File: src/rtl/fp_wb_scheduler.sv
// -----------------------------------------------------------------------------
// fp_wb_scheduler
//
// Grants or withholds issue on the two FP issue ports so that granted uops
// never oversubscribe the FP writeback ports and never collide in the
// unpipelined divide/sqrt unit. A reservation table res[0..DIV_LAT] counts the
// writebacks already booked k cycles from now; it shifts down by one entry
// every cycle, and each grant books its slot at res[L-1] of the next cycle.
//
// Ports
//   clock      : single clock, rising edge
//   reset      : synchronous, active-low; clears the table and divider counter
//   flush      : forces gnt to 0 this cycle, clears all state on the next edge
//   req_valid  : issue request per port (port 0 has priority)
//   req_class  : uop class per port (00 FMA, 01 MISC, 10 DIV/SQRT, 11 illegal)
//   gnt        : combinational grant per port, same cycle as the request
//   div_busy   : divider occupied, DIV requests cannot be granted
//   wb_due     : number of results writing back in the current cycle
// -----------------------------------------------------------------------------
module fp_wb_scheduler #(
    parameter int FMA_LAT  = 4,
    parameter int MISC_LAT = 2,
    parameter int DIV_LAT  = 12,
    parameter int WB_PORTS = 2
) (
    input  logic            clock,
    input  logic            reset,
    input  logic            flush,
    input  logic [1:0]      req_valid,
    input  logic [1:0][1:0] req_class,
    output logic [1:0]      gnt,
    output logic            div_busy,
    output logic [1:0]      wb_due
);

    localparam int CNT_W = (DIV_LAT > 1) ? $clog2(DIV_LAT) : 1;
    localparam int IDX_W = $clog2(DIV_LAT + 1);
    localparam logic [2:0] WB_LIM = 3'(WB_PORTS);

    typedef enum logic [1:0] {
        CLS_FMA  = 2'b00,
        CLS_MISC = 2'b01,
        CLS_DIV  = 2'b10,
        CLS_ILL  = 2'b11
    } uop_class_e;

    typedef logic [IDX_W-1:0] lat_t;

    function automatic lat_t class_lat(input logic [1:0] cls);
        case (uop_class_e'(cls))
            CLS_FMA:  return lat_t'(FMA_LAT);
            CLS_MISC: return lat_t'(MISC_LAT);
            CLS_DIV:  return lat_t'(DIV_LAT);
            default:  return lat_t'(0);
        endcase
    endfunction

    logic [1:0]       res_q [DIV_LAT+1];
    logic [1:0]       res_d [DIV_LAT+1];
    logic [CNT_W-1:0] div_cnt_q;
    logic [CNT_W-1:0] div_cnt_d;

    lat_t       lat0, lat1;
    logic       legal0, legal1;
    logic       is_div0, is_div1;
    logic       div_free;
    logic       grant0, grant1;
    logic [2:0] occ0, occ1;

    // ---------------------------------------------------------------------
    // Grant logic. Port 1 sees port 0's same-cycle grant both in the bucket
    // occupancy and in divider arbitration; nothing feeds gnt back into itself.
    // ---------------------------------------------------------------------
    always_comb begin
        // NOTE: every combinational output gets a default before any branch,
        // so no path leaves it unassigned and no latch is inferred.
        grant0   = 1'b0;
        grant1   = 1'b0;
        lat0     = class_lat(req_class[0]);
        lat1     = class_lat(req_class[1]);
        legal0   = uop_class_e'(req_class[0]) != CLS_ILL;
        legal1   = uop_class_e'(req_class[1]) != CLS_ILL;
        is_div0  = uop_class_e'(req_class[0]) == CLS_DIV;
        is_div1  = uop_class_e'(req_class[1]) == CLS_DIV;
        div_free = (div_cnt_q == '0);

        occ0 = {1'b0, res_q[lat0]};
        if (req_valid[0] && legal0 && !flush && (occ0 < WB_LIM)
            && (!is_div0 || div_free)) begin
            grant0 = 1'b1;
        end

        occ1 = {1'b0, res_q[lat1]} + ((grant0 && (lat0 == lat1)) ? 3'd1 : 3'd0);
        if (req_valid[1] && legal1 && !flush && (occ1 < WB_LIM)
            && (!is_div1 || (div_free && !(grant0 && is_div0)))) begin
            grant1 = 1'b1;
        end
    end

    assign gnt      = {grant1, grant0};
    assign wb_due   = res_q[0];
    assign div_busy = (div_cnt_q != '0);

    // ---------------------------------------------------------------------
    // Next state: shift the table down one slot and book this cycle's grants
    // one slot short of their latency, since the shift happens on the same edge.
    // ---------------------------------------------------------------------
    always_comb begin
        for (int k = 0; k < DIV_LAT; k++) begin
            res_d[k] = res_q[k+1]
                     + ((grant0 && (lat0 == lat_t'(k + 1))) ? 2'd1 : 2'd0)
                     + ((grant1 && (lat1 == lat_t'(k + 1))) ? 2'd1 : 2'd0);
        end
        res_d[DIV_LAT] = '0;

        div_cnt_d = div_cnt_q;
        if ((grant0 && is_div0) || (grant1 && is_div1)) begin
            div_cnt_d = CNT_W'(DIV_LAT - 1);
        end else if (div_cnt_q != '0) begin
            div_cnt_d = div_cnt_q - 1'b1;
        end

        if (flush) begin
            for (int k = 0; k <= DIV_LAT; k++) begin
                res_d[k] = '0;
            end
            div_cnt_d = '0;
        end
    end

    always_ff @(posedge clock) begin
        if (!reset) begin
            // NOTE: the table is a handful of flops rather than a RAM, so it is
            // cleared element by element on reset like any other state.
            for (int k = 0; k <= DIV_LAT; k++) begin
                res_q[k] <= '0;
            end
            div_cnt_q <= '0;
        end else begin
            // NOTE: state registers use non-blocking assignments so every
            // register samples the pre-edge values of its neighbours.
            res_q     <= res_d;
            div_cnt_q <= div_cnt_d;
        end
    end

endmodule

File: config.mk
export PLATFORM = sky130hd
export DESIGN_NAME = fp_wb_scheduler
export DESIGN_NICKNAME = d
export VERILOG_FILES = /design/src/rtl/fp_wb_scheduler.sv
export SDC_FILE = /design/constraint.sdc
export NUM_CORES = 1
export LEC_CHECK = 0
export CORE_UTILIZATION = 40
export CTS_CLUSTER_DIAMETER = 120
export DETAILED_ROUTE_END_ITERATION = 10
export PLACE_DENSITY = 0.72
export SLEW_MARGIN = 20
export SYNTH_ARGS = -nofsm -noshare
export SYNTH_HDL_FRONTEND = slang
export SYNTH_SLANG_ARGS = --single-unit
File: constraint.sdc
create_clock -name clock -period 2.3 [get_ports clock]
set_clock_uncertainty 0.1 [all_clocks]
set_input_delay 0.46 -clock clock [delete_from_list [all_inputs] [get_ports clock]]
set_output_delay 0.46 -clock clock [all_outputs]
set_load 0.02 [all_outputs]
Yosys cells after proc, flatten, opt, wreduce, memory -nomap -nowiden
Index checks and enable logic that the tools add are counted.
Widths: inputs -> output; s select.

storage, ports and cells
  flip-flop bits (word level) = 30
  memory bits (writable) = 0
  logic and storage cells = 166
  bits in read-only memories = 0
  output and inout bits = 5
  bits of input ports = 9
  bits in latches = 0
  memories kept = 0

operators by class
  div/mod/pow operators = 0
  $add $sub $neg = 26
  multiplexer cells = 37
  equality and inequality tests = 31
  bitwise operators = 3
  shift operators = 0
  reduce and logical (&&, ||, !) cells = 50
  multiply operators = 0
  $lt $le $gt $ge = 4

operators with widths
  cell                 count
  $add 2x1->2          24
  $eq 4x4->1 const B   10
  $logic_and 1x1->1    36
  $eq 4x3->1 const B   8
  $mux 1               27
  $pmux 4 s3           2
  $bmux 2 s4           2
  $eq 4x2->1 const B   4
  $ge 5x5->1 const B   2
  $not 4->5            2
  $eq 4x1->1 const B   2
  $mux 2               4
  $mux 4               2
  $eq 2x1->1 const B   2
  $eq 2x2->1 const B   2
  $eq 4x4->1           1
  $logic_not 1->1      4
  $logic_not 2->1      2
  $logic_not 4->1      1
  $ne 2x2->1 const B   2
  $reduce_bool 4->1    1
  $sub 4x1->4 const B  1
  $add 2x1->3          1
  $logic_or 1x1->1     3
  6 further kinds      6

Logic depth before layout (Yosys ltp)
Gate-level depths: netlist (run 1).

  depth in word-level cells = 20
  depth in mapped cells = 7
  depth with buffers taken out = 7

Worst setup path before layout (run 1)
OpenSTA, ideal clock, no wires.

  kind = input to register
  from = input port req_class[1] (netlist name)
  to = register res_q[19] (netlist name)
  path buffers = 0
  data required time = 2.072 ns
  arrival = 1.636 ns
  library setup time = 0.128 ns
  path slack = 0.436 ns
  cell stages on the path = 7
  path through = nand2b_1 a21oi_1 o311a_1 nand2_1 fa_1 xor2_1 nor2_1

between the ends
  word-level cells in the longest chain between the ends = 20

ends and longest elaborated chain
  item                                       RTL line  text
  start, declared                            30        input logic [1:0][1:0] req_class,
  $eq 2x2->1, or another cell as far along   50, 83
  $pmux 4 s3                                 50        case (uop_class_e'(cls))
  $not 4->5 (implied by the code)            87        occ0 = {1'b0, res_q[lat0]};
  $bmux 2 s4                                 87
  $mux 2 (implied by the code) (2 in a row)  87
  $lt 2x2->1                                 88        if (req_valid[0] && legal0 && !flush && (occ0 < WB_LIM)
  $logic_and 1x1->1                          88
  $logic_and 1x1->1                          89        && (!is_div0 || div_free)) begin
  (+3 left out)                              --
  $add 2x1->3                                93        occ1 = {1'b0, res_q[lat1]} + ((grant0 && (lat0 == lat1)) ? 3'd1 : 3'd0);
  $lt 3x2->1                                 94        if (req_valid[1] && legal1 && !flush && (occ1 < WB_LIM)
  $logic_and 1x1->1                          94
  $logic_and 1x1->1                          95        && (!is_div1 || (div_free && !(grant0 && is_div0)))) begin
  $mux 1                                     94
  $logic_and 1x1->1                          112       + ((grant1 && (lat1 == lat_t'(k + 1))) ? 2'd1 : 2'd0);
  $mux 1                                     112
  $add 2x1->2 *                              112
  end signal, assigned                       142       res_q <= res_d;
  end, declared                              58        logic [1:0] res_q [DIV_LAT+1];

Every way passes the cells marked *; elsewhere a longest branch is shown, timed or not. The select of a mux whose other input is x is not followed.
A chain may end at the register's enable or synchronous reset.

Worst setup path in the final report (run 1)
  from = input port req_class[2] (netlist name)
  to = output port gnt[1]

between the ends
  word-level cells in the longest chain between the ends = 11

ends and longest elaborated chain
  item                                       RTL line  text
  $eq 2x2->1, or another cell as far along   50, 84
  $pmux 4 s3                                 50
  $not 4->5 (implied by the code)            93
  $bmux 2 s4                                 93
  $mux 2 (implied by the code) (2 in a row)  93
  $add 2x1->3                                93
  $lt 3x2->1                                 94
  $logic_and 1x1->1                          94
  $logic_and 1x1->1 *                        95
  $mux 1 *                                   94
  end, declared                              31        output logic [1:0] gnt,

Marked as above.

==> flow_metrics.tcl, run 1 <==
set metrics [dict create \
    clock_sinks 28 \
    worstPathArrival_ns 1.66 \
    synth-seq-area-share_pct 46.3 \
    cts_tree "yes" \
    die_w_um 57.0 \
    r2r_end "res_q[18]$_SDFF_PP0_" \
    post-place-ws_ns -0.564 \
    drive_gt1_share_pct 19.2 \
    synthesis.area_sq_um 1210 \
    ioPinCount 14 \
    place.gp.congestion 0.801 \
    syn2layout_area_growth_pct 26.0 \
    io_buffers 13 \
    worstSetupStartpoint "req_class[2]" \
    rows 19 \
    drc 0 \
    h-tree-depth 1 \
    die_area_sq_um 3250 \
    min_path_type "flip-flop to flip-flop" \
    antenna_found_initial 0 \
    finish.utilization_pct 54.4 \
    rsz0062_at_grt "false" \
    r2r_slack_ns 0.32 \
    overflow 0 \
    cp_max_fo 6 \
    start_kind "input port" \
    relSlewSlack_pct 50.8 \
    fin_crit_sh_pct 96.5 \
    syn_inst 123 \
    synth.distinct_cells 34 \
    status "finished clean" \
    wl_per_cell_um 11.1 \
    ir_drop_mv 0.523 \
    slew_violations 0 \
    antenna_cells 0 \
    grt.total_usage_pct 13.6 \
    first_iter_violations 17 \
    setup_viol 0 \
    critPathRequiredTime_ns 1.74 \
    avgSynthCellArea_sq_um 9.85 \
    async_flop_share_pct 0 \
    vias 879 \
    postRouteAntennaNets 0 \
    yosysMostFrequentCell "dfxtp_1" \
    holdCritStartpoint "res_q[10]$_SDFF_PP0_" \
    die_y_um 57.0 \
    detail_route.first_pass.iterations 3 \
    dp_hpwl_mm 1.54 \
    yosysTopAreaCellShare_pct 46.3 \
    grt_pass1_wl_mm 3.45 \
    fmax_mhz 451 \
    finalHoldViolations 0 \
    setup_slack_ns 0.0812 \
    clkTransAtPathRegs_ns 0.14 \
    ctsHoldBuffers 0 \
    netlist_top_cells_count "dfxtp_1 (28), and2_1 (16), nor2_1 (15), nand2_1 (6), nand2b_1 (6)" \
    reg2reg_depth 7 \
    ys_ff_latch 28 \
    cp-end-kind "output pin" \
    worst_pin_slew_ns 0.737 \
    maxCapViolCount 0 \
    nNetsFinal 167 \
    grt_max_degree 17 \
    num-fill-cells 262 \
    critPathKind "input port to output pin" \
    ys_warn_count 0 \
    start_util_pct 43.2 \
    synth_edf_count 0 \
    p_leak_uw 0.000624 \
    synth-main-ff-cell "dfxtp_1" \
    synth.area.top_cells "dfxtp_1 (46%), and2_1 (8.3%), fa_1 (8.3%)" \
    min_period_ns 2.22 \
    insertion_delay_ns 0.32 \
    cts_root_buf "clkbuf_4" \
    wl_mm 2.02 \
    power_density_nw_per_um2 602 \
    synth_largest_area_cell "dfxtp_1" \
    core-area_sq_um 2810 \
    grt_pass1_vias 853 \
    worstSetupEndpoint "gnt[1]" \
    cts_buffers 3 \
    via_per_inst 4.83 \
    r2r-start "res_q[16]$_SDFF_PP0_" \
    cts_max_path_buffers 2 \
]
power breakdown:
group | switching [uW] | internal [uW] | leakage (uW) | total, uW
clock | 136 | 176 | 0.0000279 | 312
combinational | 52.7 | 54.2 | 0.000369 | 107
sequential | 4.53 | 495 | 0.000227 | 499
layer usage:
layer	part of all wire, %	routed length [um]	vias up	track usage [%]
met3	3.2	65	0	4.99
met4	0	0	0	1.05
met1	44	891	428	15.3
met5	0	0	-	0
met2	53	1060	7	25.4
li1	-	-	444	-
what timing repair did:
action / 4_1_cts / 5_1_grt
setup buffers: 0 / 0
setup endpoints to repair: 3 / 1
gates resized for setup: 17 / 1
pin swaps: 2 / 0
cell families (layout without fill, tap and decap cells):
family	count (synthesis)	after routing	share of synthesized area, %
buffers and inverters	12	36	4.96
DFF	28	28	46.3
AOI/OAI and AO/OA	14	14	8.37
xor gates and xnor gates	5	5	3.62
adders and majority gates	6	6	9.30
other	2	6	0.620
and+or+nand+nor	56	56	26.9
worst min path at each step:
stage	cells after the start	slack (ns)	end
CTS	1	0.35	res_q[12]$_SDFF_PP0_
global route	1	0.37	res_q[13]$_SDFF_PP0_
floorplan	1	0.31	res_q[12]$_SDFF_PP0_
detailed placement	1	0.31	res_q[12]$_SDFF_PP0_
finish	1	0.34	res_q[12]$_SDFF_PP0_
global placement	1	0.31	res_q[12]$_SDFF_PP0_
through the flow:
step	hold WS [ns]	total power (uW)	instance area (sq um)	TNS (ns)	instances
after global routing	0.366	960	1530	0	182
after global placement	0.308	614	1460	-2.53	178
after CTS	0.354	929	1520	0	182
final	0.341	918	1530	0	182
after detailed placement	0.314	617	1460	-2.75	178
after floorplan	0.306	568	1230	0	127
final cells by class:
type	instances	area [sq um]	area share, %
Multi-Input combinational cell	87	634	41.6
Clock inverter	1	30.0	1.97
Sequential cell	28	561	36.7
Timing Repair Buffer	26	218	14.3
Clock buffer	3	22.5	1.48
Tap cell	31	38.8	2.54
Inverter	6	22.5	1.48
cell usage in the layout (no fill, tap or decap), types with 3 or more instances in the layout:
cell	synthesis	routed
dfxtp_1	28	28
and2_1	16	16
nor2_1	15	15
buf_4	4	13
nand2_1	6	6
conb_1	2	6
clkdlybuf4s50_1	0	6
nand2b_1	6	5
inv_1	5	5
fa_1	5	5
dlygate4sd2_1	0	5
xor2_1	3	3
a21oi_1	4	3
clkbuf_4	0	3
sequential cells by signal (all words and copies together) (netlist names):
signal	cells
div_cnt_q	4
res_q	22
wb_due	2
worst max-delay path, stage by stage:
cell and delay [ns]:
dlygate4sd2_1 0.32, and3_1 0.21, o21ai_2 0.14, o21ai_0 0.09, a211oi_1 0.23, buf_2 0.20
(Power assumes the default switching activity.)
==> run 2, diff against run 1 <==
Settings changed: CTS_BUF_LIST from default to sky130_fd_sc_hd__clkbuf_4, TNS_END_PERCENT from default to 20.
==> results of run 2 <==
Final layout, timing and power as in run 1 (identical DEF).
==> run 3, diff against run 2 <==
Settings changed: CORE_UTILIZATION 40 to 57, CTS_CLUSTER_SIZE from default to 40, PLACE_DENSITY 0.72 to 0.93, SETUP_SLACK_MARGIN from default to 0.5.
==> run 3 against run 2 <==
  * Clock-buffer cell count stayed put
  * Largest power group unchanged
  * Worst hold slack better by 0.0022 ns
  * Sequential share of layout area is 0.66 points lower
  * Highest routed layer is now met4
  * Critical path type unchanged
==> flow_metrics.tcl, run 3 (synthesized netlist as in run 1, its figures left out) <==
set metrics [dict create \
    min_period_ns 2.13 \
    grt_pass1_wl_mm 3.72 \
    core-area_sq_um 1980 \
    min_path_type "flip-flop to flip-flop" \
    relSlewSlack_pct 44.5 \
    start_kind "input port" \
    h-tree-depth 1 \
    drc 0 \
    critical-path-top-delay-family "buffers and inverters" \
    nNetsFinal 169 \
    cts_buffers 3 \
    placed_area_sq_um 1440 \
    clkTransAtPathRegs_ns 0.14 \
    dp_cells 171 \
    io_buffers 13 \
    wl_mm 2.62 \
    setup_viol 0 \
    critPathRequiredTime_ns 1.74 \
    final_area_sq_um 1580 \
    via_per_inst 5.10 \
    place.gp.congestion 0.680 \
    finalPower_uw 944 \
    p_leak_uw 0.000643 \
    critPathKind "input port to output pin" \
    setup_slack_ns 0.174 \
    cts_tree "yes" \
    rsz0062_at_grt "true" \
    multi_input_area_sq_um 659 \
    post-place-ws_ns -0.649 \
    p_clk_share_pct 34.3 \
    wl_per_cell_um 14.6 \
    setup_tns_ns 0 \
    cp-end-kind "output pin" \
    slew_violations 0 \
    power_density_nw_per_um2 599 \
    p_int_uw 730 \
    cp_slowest_cell "clkdlybuf4s15_2" \
    die_area_sq_um 2310 \
    finalHoldViolations 0 \
    maxCapViolCount 0 \
    p_sw_uw 214 \
    critPathBufInv 2 \
    p_sw_share_pct 22.6 \
    fmax_mhz 470 \
    ioPinCount 14 \
    ff_latch_area_sq_um 568 \
    antenna_cells 0 \
    overflow 0 \
    worst_path_largest_cell_delay_ns 0.24 \
    cts_root_buf "clkbuf_4" \
    fin_crit_sh_pct 92.4 \
    dp_hpwl_mm 1.69 \
    worst_pin_slew_ns 0.830 \
    final_common_cell "dfxtp_1" \
    insertion_delay_ns 0.34 \
    grt.total_usage_pct 24.7 \
    postRouteAntennaNets 0 \
    largest_reg_flops 22 \
    layout.cells.non_filler 180 \
    syn2layout_area_growth_pct 30.1 \
    worstPathArrival_ns 1.57 \
    comb_power_share_pct 12.8 \
    clock_sinks 28 \
    layout_common_cells "dfxtp_1 (24), and2_1 (16), buf_4 (16), nor2_1 (13)" \
    ir_drop_mv 0.590 \
    first_iter_violations 30 \
    top_register "res_q" \
    cp_max_fo 5 \
    die_y_um 48.1 \
    status "finished clean" \
    die_w_um 48.1 \
    sequentialPowerShare_pct 52.8 \
    rows 16 \
    drive_gt1_share_pct 30.7 \
    antenna_found_initial 0 \
    path_cells "clkdlybuf4s15_2 > nand2b_1 > a21oi_2 > nor2_2 > a211oi_2 > buf_4" \
    num-fill-cells 125 \
    start_util_pct 61.1 \
    cts_max_path_buffers 2 \
    grt_max_degree 17 \
    vias 918 \
    grt_pass1_vias 852 \
    detail_route.first_pass.iterations 4 \
]
-- run 3: cell count changes in the layout (fill, tap and decap cells not counted), sizes merged --
cell,previous run,this run
clkdlybuf4s15,1,4
clkdlybuf4s50,6,4
dlygate4sd2,5,2
buf,14,18
-- run 3: final timing paths --
| kind | startpoint | end | slack [ns] | cells after the start |
|---|---|---|---|---|
| setup reg to reg | res_q[16]$_SDFF_PP0_ | res_q[18]$_SDFF_PP0_ | 0.28 | 7 |
| setup / recovery | req_class[1] | gnt[1] | 0.17 | 6 |
| hold / removal | res_q[2]$_SDFF_PP0_ | res_q[4]$_SDFF_PP0_ | 0.34 | 1 |
| hold reg to reg | res_q[2]$_SDFF_PP0_ | res_q[4]$_SDFF_PP0_ | 0.34 | 1 |
-- run 3: per-layer routing --
metal,track usage [%],wire [um],vias up
li1,-,-,447
met1,26.5,982,437
met2,45.4,1490,27
met3,7.41,100,7
met4,9.44,48,0
met5,0,0,-
-- run 3: power groups by stage --
stage,Sequential (uW),Clock (uW),Combinational (uW)
detailed placement,510,0,107
global placement,509,0,102
CTS,498,323,117
floorplan,509,0,59.8
global route,500,341,132
finish,499,324,121
-- run 3: what timing repair did --
action / CTS / global route
hold buffers: 0 / 0
pin swaps: 10 / 0
setup endpoints to repair: 11 / 12
buffers inserted: 5 / 0
gates resized for setup: 45 / 1
-- run 3: through the flow --
stage | hold WS, ns | utilization (%)
5_1_grt | 0.366 | 79.5
3_3_place_gp | 0.307 | 72.5
2_1_floorplan | 0.306 | -
3_5_place_dp | 0.312 | 72.5
6_report | 0.343 | 79.5
4_1_cts | 0.344 | 79.4
-- run 3: final cells by class --
type                       instances  area share (%)
multi-input combinational         87            41.9
inverter                           6            1.43
timing repair buffer              28            15.2
sequential                        28            36.1
tap                               27            2.14
clock inverter                     1            1.91
clock buffer                       3            1.43
